<file path="src/rtl/alu_arbiter.sv">
// -----------------------------------------------------------------------------
// alu_arbiter
// Two-requester round-robin front end for a single shared combinational ALU.
// One operation is in flight at a time: IDLE (accept) -> EXEC (ALU evaluates
// registered operands) -> RESP (hold response until the owner takes it).
//
// Parameters
//   RR_INIT      requester holding round-robin priority after reset
// Ports
//   clk          clock, rising edge
//   rst_n        asynchronous active-low reset
//   req_valid    [1:0]  per-requester request valid
//   req_ready    [1:0]  per-requester accept (IDLE only, at most one bit)
//   req_a/req_b  [63:0] operands, requester i in bits [32i+31:32i]
//   req_op       [7:0]  op codes, requester i in bits [4i+3:4i]
//   rsp_valid    [1:0]  one-hot response valid (RESP only)
//   rsp_ready    [1:0]  per-requester response accept
//   rsp_result   [31:0] shared response result
//   rsp_ovf             shared response signed-overflow flag
//   alu_srca/alu_srcb/alu_op  registered operands/op to the shared ALU
//   alu_result/alu_overflow   combinational ALU outputs
// -----------------------------------------------------------------------------
module alu_arbiter #(
    parameter logic RR_INIT = 1'b0
) (
    input  logic        clk,
    input  logic        rst_n,
    input  logic [1:0]  req_valid,
    output logic [1:0]  req_ready,
    input  logic [63:0] req_a,
    input  logic [63:0] req_b,
    input  logic [7:0]  req_op,
    output logic [1:0]  rsp_valid,
    input  logic [1:0]  rsp_ready,
    output logic [31:0] rsp_result,
    output logic        rsp_ovf,
    output logic [31:0] alu_srca,
    output logic [31:0] alu_srcb,
    output logic [3:0]  alu_op,
    input  logic [31:0] alu_result,
    input  logic        alu_overflow
);

    typedef enum logic [1:0] {
        IDLE = 2'b00,
        EXEC = 2'b01,
        RESP = 2'b10
    } state_t;

    state_t      state_r;
    state_t      state_next_s;
    logic        rr_ptr_r;
    logic        owner_r;
    logic [31:0] srca_r;
    logic [31:0] srcb_r;
    logic [3:0]  op_r;
    logic [31:0] result_r;
    logic        ovf_r;
    logic [1:0]  rsp_valid_r;

    logic        grant_valid_s;
    logic        grant_s;
    logic [1:0]  ready_s;
    logic        req_hs_s;
    logic        rsp_hs_s;

    // One-hot decode of a requester index.
    function automatic logic [1:0] onehot2(input logic sel);
        return sel ? 2'b10 : 2'b01;
    endfunction

    // Grant selection: round-robin pointer only breaks ties.
    always_comb begin
        grant_valid_s = 1'b0;
        grant_s       = rr_ptr_r;
        case (req_valid)
            2'b11: begin
                grant_valid_s = 1'b1;
                grant_s       = rr_ptr_r;
            end
            2'b10: begin
                grant_valid_s = 1'b1;
                grant_s       = 1'b1;
            end
            2'b01: begin
                grant_valid_s = 1'b1;
                grant_s       = 1'b0;
            end
            default: begin
                grant_valid_s = 1'b0;
                grant_s       = rr_ptr_r;
            end
        endcase
    end

    // Request accept: only in IDLE, and held low while reset is asserted so
    // nothing is accepted during the reset window.
    always_comb begin
        ready_s = 2'b00;
        if ((state_r == IDLE) && grant_valid_s && rst_n) begin
            ready_s = onehot2(grant_s);
        end else begin
            ready_s = 2'b00;
        end
    end

    // ready_s is only ever set on a valid requester, so any ready bit is a handshake.
    assign req_hs_s = |(ready_s & req_valid);
    assign rsp_hs_s = (state_r == RESP) && rsp_ready[owner_r];

    // Next-state decode.
    always_comb begin
        state_next_s = state_r;
        case (state_r)
            IDLE: begin
                if (req_hs_s) begin
                    state_next_s = EXEC;
                end else begin
                    state_next_s = IDLE;
                end
            end
            EXEC: begin
                state_next_s = RESP;
            end
            RESP: begin
                if (rsp_hs_s) begin
                    state_next_s = IDLE;
                end else begin
                    state_next_s = RESP;
                end
            end
            default: begin
                state_next_s = IDLE;
            end
        endcase
    end

    // State, response-valid and round-robin pointer registers.
    always_ff @(posedge clk or negedge rst_n) begin
        if (!rst_n) begin
            state_r     <= IDLE;
            rsp_valid_r <= 2'b00;
            rr_ptr_r    <= RR_INIT;
        end else begin
            state_r <= state_next_s;
            // owner_r is already stable when RESP is entered from EXEC.
            rsp_valid_r <= (state_next_s == RESP) ? onehot2(owner_r) : 2'b00;
            if (req_hs_s) begin
                rr_ptr_r <= ~grant_s;
            end else begin
                rr_ptr_r <= rr_ptr_r;
            end
        end
    end

    // Operand/op/owner capture on request handshake.
    always_ff @(posedge clk or negedge rst_n) begin
        if (!rst_n) begin
            srca_r  <= 32'h0000_0000;
            srcb_r  <= 32'h0000_0000;
            op_r    <= 4'h0;
            owner_r <= 1'b0;
        end else if (req_hs_s) begin
            srca_r  <= grant_s ? req_a[63:32] : req_a[31:0];
            srcb_r  <= grant_s ? req_b[63:32] : req_b[31:0];
            op_r    <= grant_s ? req_op[7:4]  : req_op[3:0];
            owner_r <= grant_s;
        end else begin
            srca_r  <= srca_r;
            srcb_r  <= srcb_r;
            op_r    <= op_r;
            owner_r <= owner_r;
        end
    end

    // Response capture from the ALU at the end of EXEC.
    always_ff @(posedge clk or negedge rst_n) begin
        if (!rst_n) begin
            result_r <= 32'h0000_0000;
            ovf_r    <= 1'b0;
        end else if (state_r == EXEC) begin
            result_r <= alu_result;
            ovf_r    <= alu_overflow;
        end else begin
            result_r <= result_r;
            ovf_r    <= ovf_r;
        end
    end

    assign req_ready  = ready_s;
    assign rsp_valid  = rsp_valid_r;
    assign rsp_result = result_r;
    assign rsp_ovf    = ovf_r;
    assign alu_srca   = srca_r;
    assign alu_srcb   = srcb_r;
    assign alu_op     = op_r;

endmodule

</file>
<file path="config.mk">
export PLATFORM = sky130hd
export DESIGN_NAME = alu_arbiter
export DESIGN_NICKNAME = d
export VERILOG_FILES = /design/src/rtl/alu_arbiter.sv
export SDC_FILE = /design/constraint.sdc
export NUM_CORES = 1
export LEC_CHECK = 0
export ABC_AREA = 0
export BUFFER_PORTS_ARGS = -buffer_cell sky130_fd_sc_hd__buf_2
export CORE_ASPECT_RATIO = 0.75
export CORE_MARGIN = 2
export CORE_UTILIZATION = 47
export CTS_CLUSTER_DIAMETER = 50
export CTS_CLUSTER_SIZE = 16
export DETAILED_ROUTE_END_ITERATION = 12
export PLACE_DENSITY = 0.91
export SETUP_SLACK_MARGIN = 0.02
export SYNTH_ARGS = -nofsm -noshare
export SYNTH_HDL_FRONTEND = slang
export SYNTH_SLANG_ARGS = --single-unit
</file>
<file path="constraint.sdc">
create_clock -name clk -period 4.5 [get_ports clk]
set_clock_uncertainty 0.15 [all_clocks]
set_input_delay 0.225 -clock clk [delete_from_list [all_inputs] [get_ports clk]]
set_output_delay 0.225 -clock clk [all_outputs]
set_load 0.01 [all_outputs]
</file>
==> results.sh, run 1 <==
export IMPL_path_max_fanout=48
export IMPL_synth_yosys_seq_area_share=0.553
export IMPL_power_density_nw_per_um2=584
export IMPL_finalSetupViolCount=0
export IMPL_finalSetupTns_ns=0
export IMPL_cp_buffers_inverters=3
export IMPL_drive_gt1_frac=0.583
export IMPL_rsz0062_at_grt="no"
export IMPL_ys_top_cells_by_area="dfrtp_1 (55%), mux2_1 (24%), mux2_2 (16%), clkbuf_1 (0.85%), buf_2 (0.52%)"
export IMPL_ys_seq_elements=107
export IMPL_die_w_um=121
export IMPL_vias=3786
export IMPL_dr_pass1_iters=4
export IMPL_numCtsBuffers=9
export IMPL_worst_pin_slew_ns=0.795
export IMPL_fin_crit_ns=2.78
export IMPL_yosys_area_top_type="dfrtp_1"
export IMPL_reg2reg_depth=6
export IMPL_nets=808
export IMPL_status="complete, no violations"
export IMPL_fillCellCount=742
export IMPL_yosysWarnings=0
export IMPL_crit_arrival_ns=2.85
export IMPL_via_per_inst=4.91
export IMPL_io_buffers=279
export IMPL_syn_nets=496
export IMPL_core_um2=10200
export IMPL_grt_usage=0.235
export IMPL_place_gp_congestion=0.795
export IMPL_max_freq_mhz=360
export IMPL_num_rows=32
export IMPL_yosys_cell_types_count=21
export IMPL_drtAntennaViolNets=0
export IMPL_post_cts_buffers=0
export IMPL_p_leak_nw=3.47
export IMPL_grt_busiest_layer="met2"
export IMPL_slew_viol_final=0
export IMPL_wl_um=12700
export IMPL_min_path_cells=3
export IMPL_grt_met1_usage=0.257
export IMPL_min_to="rr_ptr_r"
export IMPL_fin_ws_ns=1.72
export IMPL_hold_ws_ns=0.0346
export IMPL_critPathKind="in -> reg"
export IMPL_cap_violations=0
export IMPL_final_cell_count_no_fill=771
export IMPL_crit_path_start_kind="primary input"
export IMPL_crit_chain="dlygate4sd3_1 > buf_4 > or4b_1 > nor2_4 > buf_4 > mux2_1"
export IMPL_syn_inst=319
export IMPL_ir_drop_v=0.000396
export IMPL_drt_iter0_drc=107
export IMPL_h_tree_depth=3
export IMPL_clk_pin_slew_ns=0.07
export IMPL_hold_viol=0
export IMPL_path_delay_family="buffers and inverters"
export IMPL_synth_area_um2=4840
export IMPL_grt_pass1_vias=4096
export IMPL_period_share=0.618
export IMPL_min_delay_start="req_valid[0]"
export IMPL_post_place_cells=722
export IMPL_routedWlPerCell_um=16.5
export IMPL_die_h_um=91.9
export IMPL_crit_top_cell="buf_4"
export IMPL_area_growth_pct=44.6
export IMPL_cp_required_ns=4.57
export IMPL_grt_use_met3=0.0703
export IMPL_hold_path_class="in -> reg"
export IMPL_avgSynthCellArea_um2=15.2
export IMPL_tritoncts="yes"
export IMPL_cts_root_buffer="clkbuf_16"
export IMPL_overflow=0
export IMPL_dp_slack_ns=1.71
export IMPL_slew_headroom=0.470
export IMPL_initial_utilization=0.476
export IMPL_slowest_stage="or4b_1"
export IMPL_cts_buffer_depth=2
export IMPL_timing_rr_end="alu_srcb[4]"
export IMPL_r2r_start="rr_ptr_r"
export IMPL_ios=280
export IMPL_drc=0
export IMPL_hpwl_um=9350
export IMPL_final_area_um2=7000
export IMPL_regToRegSetupSlack_ns=2.13
export IMPL_synth_top_area_share=0.553
export IMPL_worstSetupEndpointType="flop"
export IMPL_use_met2=0.435
export IMPL_slowest_delay_ns=0.59
export IMPL_cts_num_sinks=107
export IMPL_clk_latency_ns=0.34
export IMPL_dieArea_um2=11100
export IMPL_diodes=0
export IMPL_grt_max_degree=63
export IMPL_antenna_found_initial=1
export IMPL_placed_area_um2=6380
export IMPL_grt_pass1_wl_um=20200
cells in the mapped netlist (all sizes together):
master	number
mux2	169
dfrtp	107
clkbuf	11
buf	7
a21oi	4
nor2	4
inv	3
mux2i	3
nor2b	3
ha	2
o21ai	2
and2	1
nand2	1
nor4b	1
or4b	1
sequential cells by signal, indices dropped and copies added, names as in the netlist:
name and count:
alu_srcb 32, alu_op 4, rsp_ovf 1, state_r 2, alu_srca 32, rsp_valid 2
rr_ptr_r 1, owner_r 1, rsp_result 32
worst min-delay path, stage by stage:
cell	delay [ns]
buf_2	0.11
a21oi_1	0.06
nor2_1	0.09
report_power, final:
group	internal (mW)	leakage [nW]	total, mW	switching, mW
Combinational	0.838	2.06	1.64	0.805
Sequential	1.44	1.27	1.69	0.249
Clock	0.426	0.134	0.755	0.328
Total	2.71	3.47	4.09	1.38
final cells by class:
cell class / instances / area (um2) / area share
clock buffers: 10 / 229 / 0.0327
clock inverters: 5 / 55.1 / 0.00786
inverters: 3 / 11.3 / 0.00161
multi-input cells: 191 / 2070 / 0.296
flip-flops and latches: 107 / 2680 / 0.382
well taps: 136 / 170 / 0.0243
repair buffers: 319 / 1780 / 0.255
worst max path at each step:
| stage | start | endpoint | slack (ns) | cells past startpoint |
|---|---|---|---|---|
| after detailed placement | req_valid[0] | alu_srcb[21] | 1.71 | 9 |
| final | rst_n | alu_srcb[4] | 1.72 | 6 |
| after CTS | rst_n | alu_srcb[21] | 1.70 | 6 |
| after global routing | rst_n | alu_srcb[12] | 1.54 | 6 |
| after global placement | req_valid[1] | alu_srca[30] | 1.84 | 9 |
| after floorplan | req_valid[0] | alu_op[0] | 2.28 | 6 |
logic make-up (layout without fill, tap and decap cells):
group	after synthesis	in the layout	synth area share
compound gates	6	6	0.00620
mux	172	172	0.402
flops	107	107	0.553
buf+inv	21	337	0.0199
fa+ha+maj	2	2	0.00517
simple gates	11	11	0.0134
cell usage in the layout (no fill, tap or decap), types with 3 or more instances in the layout:
cell and n:
a21oi_1 4, buf_2 278, buf_4 7, clkbuf_16 9, dfrtp_1 107, dlygate4sd3_1 34, inv_1 3, mux2_1 101
mux2_2 68, nor2_1 3
what timing repair did:
| action | in CTS | in global routing |
|---|---|---|
| hold buffers | 34 | 0 |
| hold endpoints to repair | 78 | 0 |
| gates resized for setup | 0 | 0 |
metrics by stage:
step | total power [mW] | util
floorplan | 2.57 | -
global placement | 3.22 | 0.627
detailed placement | 3.33 | 0.627
CTS | 4.12 | 0.688
global route | 4.34 | 0.688
finish | 4.09 | 0.688
per-layer routing:
layer,vias up,part of all wire
met1,1830,0.37
met2,167,0.53
met4,2,0.022
li1,1759,-
met5,-,0.0010
met3,28,0.075
Note: power is estimated with default switching activity, not from simulation.
==> run 2, diff against run 1 <==
Settings changed: CORE_UTILIZATION 47 to 44, PLACE_DENSITY 0.91 to 0.86.
Clock period 4.5 ns to 2.7 ns, I/O delays scaled along.
==> run 2 against run 1 <==
  * Final area is 16% higher
  * Combinational power is 78% higher
  * Global-route usage is 2.1 points higher
  * Sequential power is 67% higher
  * Wire length is 19% higher
  * Via count is 13% higher
  * Hold slack worse by 0.030 ns
  * Power is 70% higher
  * Clock-buffer cell count is 1 lower
  * Register-to-register slack worse by 1.6 ns
  * Highest routed layer is now met4
==> results.sh, run 2 (synthesis gave the netlist of run 1 again) <==
export IMPL_fin_ws_ns=0.145
export IMPL_area_growth_pct=67.7
export IMPL_path_max_fanout=71
export IMPL_wl_um=15200
export IMPL_nets=918
export IMPL_slew_headroom=0.526
export IMPL_fin_crit_ns=2.56
export IMPL_core_um2=10800
export IMPL_final_cell_mix="buf_2 (278), dlygate4sd3_1 (144), dfrtp_1 (107), mux2_1 (101), mux2_2 (68)"
export IMPL_clkPwrFrac=0.172
export IMPL_hold_viol=0
export IMPL_routedWlPerCell_um=17.1
export IMPL_final_cell_count_no_fill=885
export IMPL_drc=0
export IMPL_hold_path_class="in -> reg"
export IMPL_initial_utilization=0.447
export IMPL_combPwrFrac=0.420
export IMPL_clk_latency_ns=0.34
export IMPL_ir_drop_v=0.000544
export IMPL_overflow=0
export IMPL_cts_buffer_depth=2
export IMPL_dr_pass1_iters=4
export IMPL_final_util=0.750
export IMPL_die_w_um=125
export IMPL_vias=4284
export IMPL_grt_max_degree=72
export IMPL_p_leak_nw=3.94
export IMPL_grt_pass1_vias=4790
export IMPL_place_gp_congestion=0.770
export IMPL_finalSetupViolCount=0
export IMPL_switchingPower_mw=2.40
export IMPL_status="complete, no violations"
export IMPL_power_density_nw_per_um2=857
export IMPL_grt_pass1_wl_um=23700
export IMPL_tritoncts="yes"
export IMPL_cts_resized_gates=0
export IMPL_dieArea_um2=11900
export IMPL_h_tree_depth=3
export IMPL_crit_arrival_ns=2.62
export IMPL_antenna_found_initial=0
export IMPL_via_per_inst=4.84
export IMPL_hpwl_um=8750
export IMPL_finalSetupTns_ns=0
export IMPL_ios=280
export IMPL_power_frac_seq=0.408
export IMPL_die_h_um=94.8
export IMPL_drive_gt1_frac=0.498
export IMPL_seq_area_um2=2680
export IMPL_clk_pin_slew_ns=0.07
export IMPL_diodes=0
export IMPL_drt_iter0_drc=128
export IMPL_critPathKind="in -> reg"
export IMPL_drtAntennaViolNets=0
export IMPL_period_share=0.946
export IMPL_cp_required_ns=2.76
export IMPL_num_rows=33
export IMPL_max_freq_mhz=391
export IMPL_rsz0062_at_grt="no"
export IMPL_cts_num_sinks=107
export IMPL_dp_slack_ns=0.358
export IMPL_sw_frac_of_total=0.345
export IMPL_worst_pin_slew_ns=0.711
export IMPL_power_internal_mw=4.55
export IMPL_io_buffers=279
export IMPL_post_place_cells=726
export IMPL_worstSetupEndpointType="flop"
export IMPL_cap_violations=0
export IMPL_cts_root_buffer="clkbuf_16"
export IMPL_power_mw=6.95
export IMPL_crit_path_start_kind="primary input"
export IMPL_final_common_cell="buf_2"
export IMPL_multiInputGateArea_um2=2070
export IMPL_numCtsBuffers=9
export IMPL_fillCellCount=650
export IMPL_grt_usage=0.256
export IMPL_slew_viol_final=0
-- run 2: critical path: stages --
cell and delay [ns]:
dlygate4sd3_1 0.53, buf_2 0.12, inv_1 0.07, ha_1 0.34, mux2i_4 0.30, buf_12 0.38, mux2_2 0.40, mux2_1 0.31
-- run 2: final cells by class --
class / count / area share
repair buffers: 429 / 0.359
flip-flops and latches: 107 / 0.330
multi-input cells: 191 / 0.256
clock buffers: 9 / 0.0278
well taps: 140 / 0.0216
clock inverters: 6 / 0.00509
inverters: 3 / 0.00139
-- run 2: stage by stage --
step / area, um2 / hold slack [ns]
floorplan: 4840 / -0.311
global placement: 6410 / 0.165
detailed placement: 6410 / 0.176
CTS: 8110 / 0.000403
global route: 8110 / 0.00586
finish: 8110 / 0.00420
-- run 2: final timing paths --
path                            slack (ns)           end  cells after the start          from
min in group asynchronous             0.37  alu_srcb[23]                      3         rst_n
max in group asynchronous             0.88  alu_srcb[14]                      4         rst_n
worst max register to register        0.56  alu_srcb[12]                      4    state_r[1]
worst min register to register        0.33  alu_srca[14]                      1  alu_srca[14]
worst min-delay path                 0.004   alu_srcb[3]                      3      req_b[3]
worst max-delay path                  0.14  alu_srcb[12]                      8  req_valid[0]
-- run 2: power groups by stage --
stage          Combinational, mW  Sequential [mW]  Clock, mW
6_report                    2.92             2.83       1.20
4_1_cts                     2.90             2.80       1.24
5_1_grt                     3.15             2.92       1.30
3_5_place_dp                2.72             2.81          0
3_3_place_gp                2.63             2.77          0
2_1_floorplan               1.10             3.17          0
-- run 2: per-layer routing --
metal | wire, um | part of all wire | vias up | global-route usage
li1 | - | - | 1980 | -
met5 | 0 | 0 | - | 0
met2 | 7900 | 0.52 | 180 | 0.474
met3 | 1120 | 0.074 | 40 | 0.0788
met4 | 444 | 0.029 | 0 | 0.100
met1 | 5690 | 0.38 | 2084 | 0.279
-- run 2: repair_timing --
item	CTS	global route
hold buffers	144	0
endpoints found under the hold margin	142	0
setup buffers	0	0
==> run 3, diff against run 2 <==
Settings changed: ABC_AREA 0 to 1, CELL_PAD_IN_SITES_DETAIL_PLACEMENT set to 1, CELL_PAD_IN_SITES_GLOBAL_PLACEMENT set to 1, CORE_UTILIZATION 44 to 31, PLACE_DENSITY 0.86 to 0.87.
==> run 3 against run 2 <==
  * Clock power is 8% higher
  * Clock-buffer cell count is 1 higher
  * Power is 16% higher
  * Combinational power is 31% higher
  * Largest power group unchanged
  * Non-clock buffer count is 31 higher
  * Cell count is 44% higher
  * Fmax is 3.8% higher
  * First-iteration DRC count is 140% higher
  * Synthesized cell count is 96% higher
  * Critical path depth is 1 higher
  * Synthesized area is 3.8% higher
  * Final area is 6.4% higher
==> results.sh, run 3 <==
export IMPL_status="complete, no violations"
export IMPL_min_to="rr_ptr_r"
export IMPL_period_share=0.912
export IMPL_critPathKind="reg -> reg"
export IMPL_overflow=0
export IMPL_ys_top_cells_by_area="dfrtp_1 (53%), nand2_1 (26%), mux2_2 (7.4%), nand3_1 (6.8%), clkbuf_1 (1.4%)"
export IMPL_synth_yosys_seq_area_share=0.533
export IMPL_yosysWarnings=0
export IMPL_min_path_cells=5
export IMPL_vias=6145
export IMPL_initial_utilization=0.316
export IMPL_drt_iter0_drc=303
export IMPL_crit_chain="inv_1 > nand2_1 > nand2_2 > buf_4 > nand2_1 > nand2_1 > dlygate4sd3_1 > nand2_1 > nand2_1"
export IMPL_via_per_inst=4.82
export IMPL_slew_viol_final=0
export IMPL_ys_seq_elements=107
export IMPL_placed_area_um2=6620
export IMPL_finalSetupTns_ns=0
export IMPL_slowest_stage="buf_4"
export IMPL_die_h_um=114
export IMPL_cap_violations=0
export IMPL_ys_flop_type="dfrtp_1"
export IMPL_nets=1234
export IMPL_tritoncts="yes"
export IMPL_area_growth_pct=71.8
export IMPL_power_density_nw_per_um2=931
export IMPL_ir_drop_v=0.000346
export IMPL_hold_path_class="in -> reg"
export IMPL_grt_pass1_wl_um=37000
export IMPL_hold_viol=0
export IMPL_yosys_cell_types_count=18
export IMPL_drive_gt1_frac=0.325
export IMPL_hpwl_um=12300
export IMPL_final_common_cell="nand2_1"
export IMPL_fin_crit_ns=2.46
export IMPL_path_max_fanout=69
export IMPL_worst_pin_slew_ns=0.790
export IMPL_crit_path_start_kind="flop"
export IMPL_slew_headroom=0.473
export IMPL_grt_max_degree=70
export IMPL_syn_nets=801
export IMPL_async_flop_share=1.00
export IMPL_place_gp_congestion=0.744
export IMPL_post_place_cells=1084
export IMPL_max_freq_mhz=406
export IMPL_worstSetupEndpointType="flop"
export IMPL_routedWlPerCell_um=18.7
export IMPL_wl_um=23800
export IMPL_die_w_um=151
export IMPL_final_cell_mix="nand2_1 (354), buf_2 (278), dlygate4sd3_1 (172), dfrtp_1 (107), nand3_1 (68)"
export IMPL_timing_rr_end="alu_srcb[27]"
export IMPL_grt_pass1_vias=6931
export IMPL_avgSynthCellArea_um2=8.05
export IMPL_ys_top_cells_by_count="nand2_1 (354), dfrtp_1 (107), nand3_1 (68)"
export IMPL_synth_top_area_share=0.533
export IMPL_finalSetupViolCount=0
export IMPL_r2r_start="rr_ptr_r"
export IMPL_drtAntennaViolNets=0
export IMPL_final_area_um2=8630
export IMPL_p_leak_nw=4.84
export IMPL_synth_most_common_cell="nand2_1"
export IMPL_grt_usage=0.279
export IMPL_io_buffers=279
export IMPL_yosys_area_top_type="dfrtp_1"
export IMPL_numCtsBuffers=9
export IMPL_crit_top_cell="nand2_1"
export IMPL_rsz0062_at_grt="no"
export IMPL_clk_pin_slew_ns=0.08
export IMPL_antenna_found_initial=3
export IMPL_core_um2=15900
export IMPL_cts_root_buffer="clkbuf_16"
export IMPL_crit_arrival_ns=2.60
export IMPL_cts_num_sinks=107
export IMPL_drc=0
export IMPL_reg2reg_depth=9
export IMPL_min_delay_start="req_valid[1]"
export IMPL_clk_latency_ns=0.35
export IMPL_h_tree_depth=3
export IMPL_synth_area_um2=5020
export IMPL_cts_resized_gates=0
export IMPL_regToRegSetupSlack_ns=0.24
export IMPL_final_cell_count_no_fill=1274
export IMPL_slowest_delay_ns=0.62
export IMPL_num_rows=40
export IMPL_dr_pass1_iters=6
export IMPL_fillCellCount=1962
export IMPL_dieArea_um2=17200
export IMPL_cp_required_ns=2.83
export IMPL_syn_inst=624
export IMPL_ios=280
export IMPL_cts_buffer_depth=2
export IMPL_power_mw=8.03
export IMPL_synth_edf_count=0
==> run 3: timing repair <==
item                                   in CTS  in global routing
endpoints found under the hold margin     154                  0
buffers inserted                            0                  0
hold buffers                              172                  0
==> run 3: metrics by stage <==
stage | hold WS [ns] | util | worst slack (ns)
2_1_floorplan | -0.311 | - | 1.16
6_report | 0.202 | 0.542 | 0.238
3_5_place_dp | 0.173 | 0.416 | 0.567
3_3_place_gp | 0.178 | 0.416 | 0.578
4_1_cts | 0.181 | 0.542 | 0.341
5_1_grt | 0.245 | 0.542 | 0.102
==> run 3: final cells by class <==
type	count	area (um2)	share of cell area
Timing Repair Buffer	460	3230	0.374
Multi-Input combinational cell	468	2130	0.247
Antenna cell	2	5.00	0.000580
Clock inverter	6	56.3	0.00652
Sequential cell	107	2680	0.310
Tap cell	210	263	0.0304
Inverter	11	41.3	0.00478
Clock buffer	10	229	0.0265
==> run 3: how the worst max path moves through the flow <==
stage | end | start | slack [ns]
floorplan | alu_srcb[20] | req_valid[0] | 1.16
global placement | alu_srca[31] | req_valid[0] | 0.58
detailed placement | alu_srcb[29] | req_valid[0] | 0.57
CTS | alu_srca[2] | rr_ptr_r | 0.34
global route | alu_srcb[27] | rr_ptr_r | 0.10
finish | alu_srcb[27] | rr_ptr_r | 0.24
==> run 3: logic make-up (layout without fill, tap and decap cells) <==
group                      Yosys count  count (layout)  share of synthesized area
other                                0               2                          0
AOI/OAI and AO/OA                    2               2                    0.00199
and+or+nand+nor                    431             431                      0.344
muxes                               33              33                     0.0740
buffers and inverters               49             487                     0.0421
adders and majority gates            2               2                    0.00498
DFF                                107             107                      0.533
==> run 3: report_power, final <==
part           internal [mW]  switching (mW)
registers               2.39           0.521
clock network          0.647           0.647
logic                   1.74            2.08
==> run 3: worst max-delay path, delay by kind of cell (launching register included) <==
kind,cells,cell delay (ns)
AND/OR/NAND/NOR,6,0.56
buffers and inverters,3,1.29
flip-flops,1,0.37
==> run 3: metal layers <==
layer / vias up / share of wire / GRT usage
li1: 2816 / - / -
met1: 2998 / 0.40 / 0.330
met2: 272 / 0.49 / 0.482
met3: 57 / 0.081 / 0.0813
met4: 2 / 0.031 / 0.102
met5: - / 0.00055 / 0
